===== src/rtl/buf_ctrl_pkg.sv =====
// Shared state encoding, mode codes and requester ids for the buffer arbiter.
package buf_ctrl_pkg;
   typedef enum logic [2:0] {CLR, IDLE, WR, RD, RDW} state_t;

   localparam logic MODE_FIFO = 1'b0;
   localparam logic MODE_LIFO = 1'b1;

   localparam logic REQ0 = 1'b0;
   localparam logic REQ1 = 1'b1;
endpackage


===== src/rtl/rr_arb2.sv =====
// Two-way round-robin arbiter: combinational one-hot grant among eligible inputs,
// pointer hands priority to the other requester after every accepted grant.
module rr_arb2 (
   input  logic       CLK,
   input  logic       RSTN,
   input  logic [1:0] eligible,
   input  logic       advance,
   output logic [1:0] grant,
   output logic       ptr
);
   logic ptr_q;

   always_comb begin
      grant = 2'b00;
      if (ptr_q == 1'b0) begin
         if (eligible[0])      grant = 2'b01;
         else if (eligible[1]) grant = 2'b10;
      end else begin
         if (eligible[1])      grant = 2'b10;
         else if (eligible[0]) grant = 2'b01;
      end
   end

   // Granting requester 0 makes requester 1 the favourite, and vice versa.
   always_ff @(posedge CLK or negedge RSTN) begin
      if (!RSTN)                   ptr_q <= 1'b0;
      else if (advance && |grant)  ptr_q <= grant[0];
   end

   assign ptr = ptr_q;
endmodule


===== src/rtl/buffer_arbiter.sv =====
// Shares one LIFO/FIFO buffer between two requesters; grant+strobe one cycle after an idle request,
// read data RD_LAT+2 cycles after it. Ineligible requests just wait; all outputs are registered.
module buffer_arbiter
   import buf_ctrl_pkg::*;
#(
   parameter int DW     = 8,
   parameter int DEPTH  = 8,
   parameter int RD_LAT = 1
) (
   input  logic                       CLK,
   input  logic                       RSTN,
   input  logic                       REQ_WR0,
   input  logic                       REQ_WR1,
   input  logic                       REQ_RD0,
   input  logic                       REQ_RD1,
   input  logic [DW-1:0]              WDATA0,
   input  logic [DW-1:0]              WDATA1,
   output logic                       GNT0,
   output logic                       GNT1,
   output logic [DW-1:0]              RDATA0,
   output logic [DW-1:0]              RDATA1,
   output logic                       RVALID0,
   output logic                       RVALID1,
   input  logic                       MODE_SEL,
   output logic                       MODE_ACK,
   output logic                       BUF_RST,
   output logic                       BUF_WRN,
   output logic                       BUF_REN,
   output logic [DW-1:0]              BUF_IN,
   output logic                       BUF_LIFO,
   output logic                       BUF_FIFO,
   input  logic [DW-1:0]              BUF_OUT,
   output logic [$clog2(DEPTH+1)-1:0] COUNT,
   output logic                       FULL,
   output logic                       EMPTY
);
   localparam int CW = $clog2(DEPTH+1);
   localparam int LW = (RD_LAT > 1) ? $clog2(RD_LAT) : 1;

   state_t        state_q;
   logic          mode_q, rd_who_q, mode_ack_q, buf_rst_q, buf_wrn_q, buf_ren_q;
   logic          full_q, empty_q;
   logic [1:0]    gnt_q, rvalid_q;
   logic [DW-1:0] rdata0_q, rdata1_q, buf_in_q;
   logic [CW-1:0] count_q;
   logic [LW-1:0] lat_q;

   logic          pending, advance, win, win_wr, arb_ptr;
   logic [1:0]    wr_elig, rd_elig, grant;
   logic [DW-1:0] win_data;

   always_comb begin
      pending  = (MODE_SEL != mode_q);
      wr_elig  = {REQ_WR1, REQ_WR0} & {2{~full_q & ~pending}};
      rd_elig  = {REQ_RD1, REQ_RD0} & {2{~empty_q}};
      advance  = (state_q == IDLE) && !(pending && count_q == '0) && (|(wr_elig | rd_elig));
      win      = grant[1] ? REQ1 : REQ0;
      win_wr   = wr_elig[win];
      win_data = win ? WDATA1 : WDATA0;
   end

   rr_arb2 u_arb (
      .CLK      (CLK),
      .RSTN     (RSTN),
      .eligible (wr_elig | rd_elig),
      .advance  (advance),
      .grant    (grant),
      .ptr      (arb_ptr)
   );

   always_ff @(posedge CLK or negedge RSTN) begin
      if (!RSTN) begin
         state_q    <= CLR;
         mode_q     <= MODE_FIFO;
         rd_who_q   <= REQ0;
         mode_ack_q <= 1'b0;
         buf_rst_q  <= 1'b1;
         buf_wrn_q  <= 1'b0;
         buf_ren_q  <= 1'b0;
         buf_in_q   <= '0;
         full_q     <= 1'b0;
         empty_q    <= 1'b1;
         gnt_q      <= '0;
         rvalid_q   <= '0;
         rdata0_q   <= '0;
         rdata1_q   <= '0;
         count_q    <= '0;
         lat_q      <= '0;
      end else begin
         gnt_q      <= '0;
         rvalid_q   <= '0;
         mode_ack_q <= 1'b0;
         buf_rst_q  <= 1'b0;
         buf_wrn_q  <= 1'b0;
         buf_ren_q  <= 1'b0;
         case (state_q)
            CLR: begin
               count_q <= '0;
               full_q  <= 1'b0;
               empty_q <= 1'b1;
               state_q <= IDLE;
               if (pending) begin
                  mode_q     <= MODE_SEL;
                  mode_ack_q <= 1'b1;
               end
            end
            IDLE: begin
               // A drained buffer with a pending mode change goes to clear before anything else.
               if (pending && count_q == '0) begin
                  state_q   <= CLR;
                  buf_rst_q <= 1'b1;
               end else if (advance) begin
                  gnt_q    <= grant;
                  rd_who_q <= win;
                  if (win_wr) begin
                     state_q   <= WR;
                     buf_wrn_q <= 1'b1;
                     buf_in_q  <= win_data;
                  end else begin
                     state_q   <= RD;
                     buf_ren_q <= 1'b1;
                  end
               end
            end
            WR: begin
               count_q <= count_q + 1'b1;
               full_q  <= (count_q == CW'(DEPTH-1));
               empty_q <= 1'b0;
               state_q <= IDLE;
            end
            RD: begin
               count_q <= count_q - 1'b1;
               full_q  <= 1'b0;
               empty_q <= (count_q == CW'(1));
               lat_q   <= '0;
               state_q <= RDW;
            end
            RDW: begin
               if (lat_q == LW'(RD_LAT-1)) begin
                  if (rd_who_q == REQ1) rdata1_q <= BUF_OUT;
                  else                  rdata0_q <= BUF_OUT;
                  rvalid_q[rd_who_q] <= 1'b1;
                  state_q            <= IDLE;
               end else begin
                  lat_q <= lat_q + 1'b1;
               end
            end
            default: state_q <= CLR;
         endcase
      end
   end

   assign GNT0     = gnt_q[0];
   assign GNT1     = gnt_q[1];
   assign RVALID0  = rvalid_q[0];
   assign RVALID1  = rvalid_q[1];
   assign RDATA0   = rdata0_q;
   assign RDATA1   = rdata1_q;
   assign MODE_ACK = mode_ack_q;
   assign BUF_RST  = buf_rst_q;
   assign BUF_WRN  = buf_wrn_q;
   assign BUF_REN  = buf_ren_q;
   assign BUF_IN   = buf_in_q;
   assign BUF_LIFO = (mode_q == MODE_LIFO);
   assign BUF_FIFO = (mode_q == MODE_FIFO);
   assign COUNT    = count_q;
   assign FULL     = full_q;
   assign EMPTY    = empty_q;

   a_no_inc_full:  assert property (@(posedge CLK) disable iff (!RSTN)
                                    (state_q == WR) |-> (count_q != CW'(DEPTH)));
   a_no_dec_empty: assert property (@(posedge CLK) disable iff (!RSTN)
                                    (state_q == RD) |-> (count_q != '0));
   a_ptr_moves:    assert property (@(posedge CLK) disable iff (!RSTN)
                                    advance |=> (arb_ptr != rd_who_q));
endmodule


===== config.mk =====
export PLATFORM = sky130hd
export DESIGN_NAME = buffer_arbiter
export DESIGN_NICKNAME = d
export VERILOG_FILES = /design/src/rtl/buf_ctrl_pkg.sv /design/src/rtl/rr_arb2.sv /design/src/rtl/buffer_arbiter.sv
export SDC_FILE = /design/constraint.sdc
export NUM_CORES = 1
export LEC_CHECK = 0
export CAP_MARGIN = 10
export CORE_MARGIN = 5
export CORE_UTILIZATION = 30
export CTS_CLUSTER_DIAMETER = 60
export DETAILED_ROUTE_END_ITERATION = 7
export SLEW_MARGIN = 20
export SYNTH_ARGS = -nofsm -noshare
export SYNTH_HDL_FRONTEND = slang
export SYNTH_SLANG_ARGS = --single-unit

===== constraint.sdc =====
create_clock -name CLK -period 2.3 [get_ports CLK]
set_input_delay 0.575 -clock CLK [delete_from_list [all_inputs] [get_ports CLK]]
set_output_delay 0.575 -clock CLK [all_outputs]
set_load 0.02 [all_outputs]

# Word level (Yosys, flattened, before mapping)
# Cells that the tools add are included.
[totals]
reg_bits = 45
out_inout_bits = 40
romBits = 0
mem_bits_rw = 0
memories = 0
latchBits = 0
[classes]
mul = 0
order_cmp = 3
bitwise_logic = 11
addsub = 3
mux = 38
n_reduce_logical = 21
n_eq_ne = 9
shift = 0
n_div = 0
[op_table]
columns = ["op", "count"]
rows = [
  ["$mux 1", 19],
  ["$mux 2", 9],
  ["$pmux 3 s4", 1],
  ["$pmux 4 s3", 1],
  ["$mux 3", 3],
  ["$reduce_and 3->1", 3],
  ["$mux 8", 1],
  ["$reduce_or 2->1", 4],
  ["$not 1->1", 7],
  ["$eq 3x2->1 const B", 2],
  ["$logic_and 1x1->1", 5],
  ["$add 4x1->4 const B", 1],
  ["$and 2x2->2", 2],
  ["$eq 4x1->1 const B", 1],
  ["$eq 4x3->1 const B", 1],
  ["$logic_not 4->1", 1],
  ["$lt 1x2->1 const B", 2],
  ["$pmux 1 s2", 2],
  ["$reduce_and 2->1", 2],
  ["$reduce_and 4->1", 1],
  ["$reduce_bool 2->1", 2],
  ["$sub 4x1->4 const B", 1],
  ["$eq 3x1->1 const B", 1],
  ["$eq 3x3->1 const B", 1],
  ["other kinds (12)", 12],
]

# Depth between registers and ports, before layout
[logic_depth]
depth_word = 15
ltp_mapped = 6
ltp_nobuf = 6

# Modules after synthesis
# A second synthesis with hierarchy kept.
[unflattened]
cells_unflattened = 154
hier_area_um2 = 1966.9
[modules_own_cells]
columns = ["module", "cells_each", "area_each_um2", "seq_area_each_um2", "n_inst"]
rows = [
  ["buffer_arbiter", 148, 1911.8, 1078.5, 1],
  ["rr_arb2", 6, 55.1, 25.0, 1],
]

# Least setup slack after synthesis
# OpenSTA, ideal clock, no wires.
[synth_path]
path_kind = "input -> register"
startpoint = "input MODE_SEL"
endpoint = "register buf_in_q[2], in the netlist BUF_IN[2]"
cell_stages = 6
required_time_ns = 2.175
path_slack_ns = 0.383
setup_ns = 0.125
arrival_ns = 1.792
cell_sequence = "xnor2_1 -> a32oi_2 -> o21ai_2 -> buf_6 -> mux2_4 -> mux2_2"
[synth_between]
elab_chain_cells = 12
word_cells_on_any_way = 20
[synth_lines]
columns = ["element", "line_no", "text"]
rows = [
  ["start, declared", "buffer_arbiter.sv:24", "input logic MODE_SEL,"],
  ["$ne 1x1->1 *", "buffer_arbiter.sv:53", "pending = (MODE_SEL != mode_q);"],
  ["$not 1->1", "buffer_arbiter.sv:54", "wr_elig = {REQ_WR1, REQ_WR0} & {2{~full_q & ~pending}};"],
  ["$and 1x1->1", "buffer_arbiter.sv:54", ""],
  ["$and 2x2->2", "buffer_arbiter.sv:54", ""],
  ["$or 2x2->2", "buffer_arbiter.sv:56, buffer_arbiter.sv:65", ""],
  ["$mux 2", "rr_arb2.sv:17", "else if (eligible[1]) grant = 2'b10;"],
  ["$mux 2", "rr_arb2.sv:16", "if (eligible[0]) grant = 2'b01;"],
  ["$mux 2", "rr_arb2.sv:15", "if (ptr_q == 1'b0) begin"],
  ["$mux 1", "buffer_arbiter.sv:57", "win = grant[1] ? REQ1 : REQ0;"],
  ["$mux 1 (not written as such) (2 in series)", "buffer_arbiter.sv:58", "win_wr = wr_elig[win];"],
  ["$reduce_and 4->1 (no source line)", "n/a", ""],
  ["end signal, assigned", "buffer_arbiter.sv:118", "buf_in_q <= win_data;"],
  ["end, declared", "buffer_arbiter.sv:44", "logic [DW-1:0] rdata0_q, rdata1_q, buf_in_q;"],
]
# Mark *: on every way between the ends. The rest lies on a longest branch, timed or not. The select of a mux whose other input is x is not followed.
# A chain may end at the register's enable or synchronous reset.

# Worst setup path after layout
[layout_path]
startpoint = "input MODE_SEL"
endpoint = "register buf_in_q[0], in the netlist BUF_IN[0]"
# Same word-level chain as after synthesis.

==> reports/summary.md <==
* run status: completed
* Die H: 92.1 microns
* die width: 92.1 microns
* ratio of final minimum period to clock period: 93.8%
* number of synthesis warnings: 0
* share of power burned in combinational logic: 54.3%
* global-route wire length before repair: 7.51 mm
* number of optimization iterations in the first detailed-route pass: 4
* startpoint types: input port
* share of synthesized area occupied by flip-flops and latches: 54.5%
* net load switching power: 1470 uW
* pin count of the biggest net entering global routing: 21
* count of routing violations after the opening detailed-route iteration: 15
* Sequential Power Share: 34.3%
* max frequency: 463 MHz
* leakage power summed over all cells: 0.00133 uW
* TritonCTS buffer count: 5
* post-cts repair resize count: 0
* Crit path buffers/inverters: 2
* Rel. slew slack: 73.8%
* layout net count: 273
* GRT Total Usage: 10.9%
* Antenna Nets Post-Route: 0
* cell at the root of the clock tree: sky130_fd_sc_hd__clkbuf_8
* proportion of total power due to net switching: 37.0%
* kind of end point of the critical path: flop
* DRC errors left: 0
* fraction of registers with async set/reset: 100%
* unrepaired setup endpoints after global routing: false
* final worst clock skew: 7.51 ps
* clock-pin slew on the worst setup and hold paths: 80 ps
* master of the slowest instance on the critical path: sky130_fd_sc_hd__clkdlybuf4s50_1
* CP Class: input port to flop
* Pins Over Slew Limit: 0
* TritonCTS sink count: 44
* final setup violation count: 0
* maximum single-stage delay on the critical path: 460 ps
* synthesized area per cell: 13.3 sq um
* standard-cell row count: 30
* Unique masters post-synth: 38
* dominant synthesized flop cell: sky130_fd_sc_hd__dfrtp_1
* fraction of power consumed by the clock network: 11.4%
* Wirelength per Cell: 13.8 microns
* final-layout worst hold slack: 162 ps
* required time of the critical path: 2480 ps
* aggregate global routing overflow: 0
* post-CTS setup buffers: 0
* worst hold-check path type: input port to asynchronous set/reset pin
* post-route core utilization: 44.8%
* cell occurring most often along the worst timing path: sky130_fd_sc_hd__mux2_2
* Mapped Area: 2020 sq um
* shortest period the worst path allows: 2160 ps
* H-tree depth: 2
* Post-CTS Hold Fix Bufs: 0
* Detailed Place HPWL: 3.42 mm
* antenna diode instance count: 0
* count of buffers inserted at the top-level ports: 70
* cell internal pwr: 2500 uW
* maximum count of clock buffers along a single path: 2
* layout cell share with drive strength beyond 1: 26.8%
* share of the synthesized area in the top cell type: 51.9%
* synthesized flop and latch total: 44
* vias post-DR: 1,487
* Detailed Route WL: 4.39 mm
* initial antenna violation count: 0
* Starting Density: 30.3%
* total die area: 8490 sq um
* leading cell types by total area after synthesis: sky130_fd_sc_hd__dfrtp_1, sky130_fd_sc_hd__mux2_2, sky130_fd_sc_hd__mux2_4
* worst ir drop on vdd: 0.643 mV
* Final Hold Violating Endpoints: 0
* power density over the cells: 1330 nW/um^2
* Cells after Synth: 152
* RePlAce Congestion: 0.761
* Top-Level Pins: 71
* area leader, netlist: sky130_fd_sc_hd__dfrtp_1
* number of nets produced by synthesis: 187
* crit path cell chain: clkdlybuf4s50_1 -> xnor2_1 -> a32oi_2 -> o21ai_2 -> buf_12 -> mux2_2 -> mux2_2
* CP delay by family, top: buffers and inverters
* data arrival at the endpoint of the critical path: 2330 ps
* area growth from synthesis to final layout: 47.8%
* max-capacitance violation count: 0
* drt via density: 4.66
* clock tree from TritonCTS: built
* largest driver fanout on the critical path: 9
* number of enable-type register cells in the synthesized netlist: 0
* Floorplan Core Area: 6680 sq um
* Worst Tran Pin Value: 393 ps
* source-to-sink clock delay at the later pin of the worst-skew pair: 290 ps
* Fillers: 643
* via count of the first global-routing pass: 1,532
==> layout by cell type (no fill, tap or decap), drive strengths merged, types with 2 or more instances in the layout <==
cell            n
a21boi          2
a22o            2
and2            2
buf            15
clkbuf          7
clkdlybuf4s50  69
dfrtp          42
dfstp           2
ha              4
inv            11
mux2           34
mux2i           2
nand2           4
nand3           3
nand3b          2
nor2            8
nor3            3
nor4b           2
o21ai           7
o31a            2
xor2            2
==> state kept, by name, indices dropped and copies added, names as in the netlist <==
| name | count |
|---|---|
| BUF_IN | 8 |
| BUF_LIFO | 1 |
| BUF_REN | 1 |
| BUF_RST | 1 |
| BUF_WRN | 1 |
| COUNT | 4 |
| EMPTY | 1 |
| FULL | 1 |
| MODE_ACK | 1 |
| RDATA0 | 8 |
| RDATA1 | 8 |
| gnt_q | 2 |
| rd_who_q | 1 |
| rvalid_q | 2 |
| state_q | 3 |
| u_arb.ptr | 1 |
==> final cells by class <==
cell class / count / area [sq um] / share of cell area, %
multi-input cells: 92 / 851 / 28.5
clock inverters: 1 / 5.00 / 0.167
well taps: 80 / 100 / 3.35
clock buffers: 7 / 76.3 / 2.55
inverters: 11 / 41.3 / 1.38
flip-flops and latches: 44 / 1100 / 36.9
repair buffers: 84 / 813 / 27.2
==> path summary, 6_finish.rpt <==
path,startpoint,to,slack (ps),depth (start not counted)
hold / removal,RSTN,state_q[0],160,1
min in group CLK,RDATA0[3],RDATA0[3],510,1
setup / recovery,MODE_SEL,BUF_IN[0],140,7
max in group asynchronous,RSTN,RDATA1[0],1570,2
hold reg to reg,RDATA0[3],RDATA0[3],510,1
setup reg to reg,BUF_LIFO,BUF_IN[0],440,6
==> cells by family after synthesis <==
group | share of synthesized area [%]
compound gates | 8.23
xor+xnor | 1.30
fa+ha+maj | 2.47
buf+inv | 3.40
flops | 54.5
mux | 21.0
simple gates | 9.03
==> power groups by stage <==
stage | Combinational (uW) | Sequential, uW | Clock [uW]
floorplan | 934 | 1650 | 0
global placement | 2160 | 1370 | 0
finish | 2150 | 1360 | 453
CTS | 2190 | 1370 | 482
global route | 2320 | 1410 | 514
detailed placement | 2180 | 1380 | 0
==> cell usage after synthesis, types with 2 or more instances <==
library cell and instances:
sky130_fd_sc_hd__mux2_2 28, sky130_fd_sc_hd__clkbuf_1 3, sky130_fd_sc_hd__nand2_1 3, sky130_fd_sc_hd__nand3b_1 2
sky130_fd_sc_hd__o21ai_0 5, sky130_fd_sc_hd__a21boi_0 2, sky130_fd_sc_hd__nor3_1 3, sky130_fd_sc_hd__mux2i_1 2
sky130_fd_sc_hd__inv_1 11, sky130_fd_sc_hd__and2_1 2, sky130_fd_sc_hd__nor4b_4 2, sky130_fd_sc_hd__xor2_1 2
sky130_fd_sc_hd__ha_1 4, sky130_fd_sc_hd__dfrtp_1 42, sky130_fd_sc_hd__mux2_4 6, sky130_fd_sc_hd__o31a_1 2
sky130_fd_sc_hd__nor2_1 8, sky130_fd_sc_hd__nand3_1 3, sky130_fd_sc_hd__a22o_1 2, sky130_fd_sc_hd__dfstp_2 2
==> per-layer routing <==
metal  routed length [microns]  track usage (%)  up-vias
met4                        57             3.71        0
met2                      2120             18.1       43
met1                      1970             13.2      729
met3                       247             3.77        8
li1                          -                -      707
met5                         0                0        -
==> stage by stage <==
stage,setup WS (ps),std cells,TNS [ps],cell area (sq um),total power [uW]
CTS,142,319,0,2990,4040
detailed placement,-175,311,-1200,2910,3560
global route,67.2,319,0,2990,4240
finish,142,319,0,2990,3970
global placement,-167,311,-1140,2910,3530
floorplan,383,152,0,2020,2580
(Power assumes the default switching activity.)
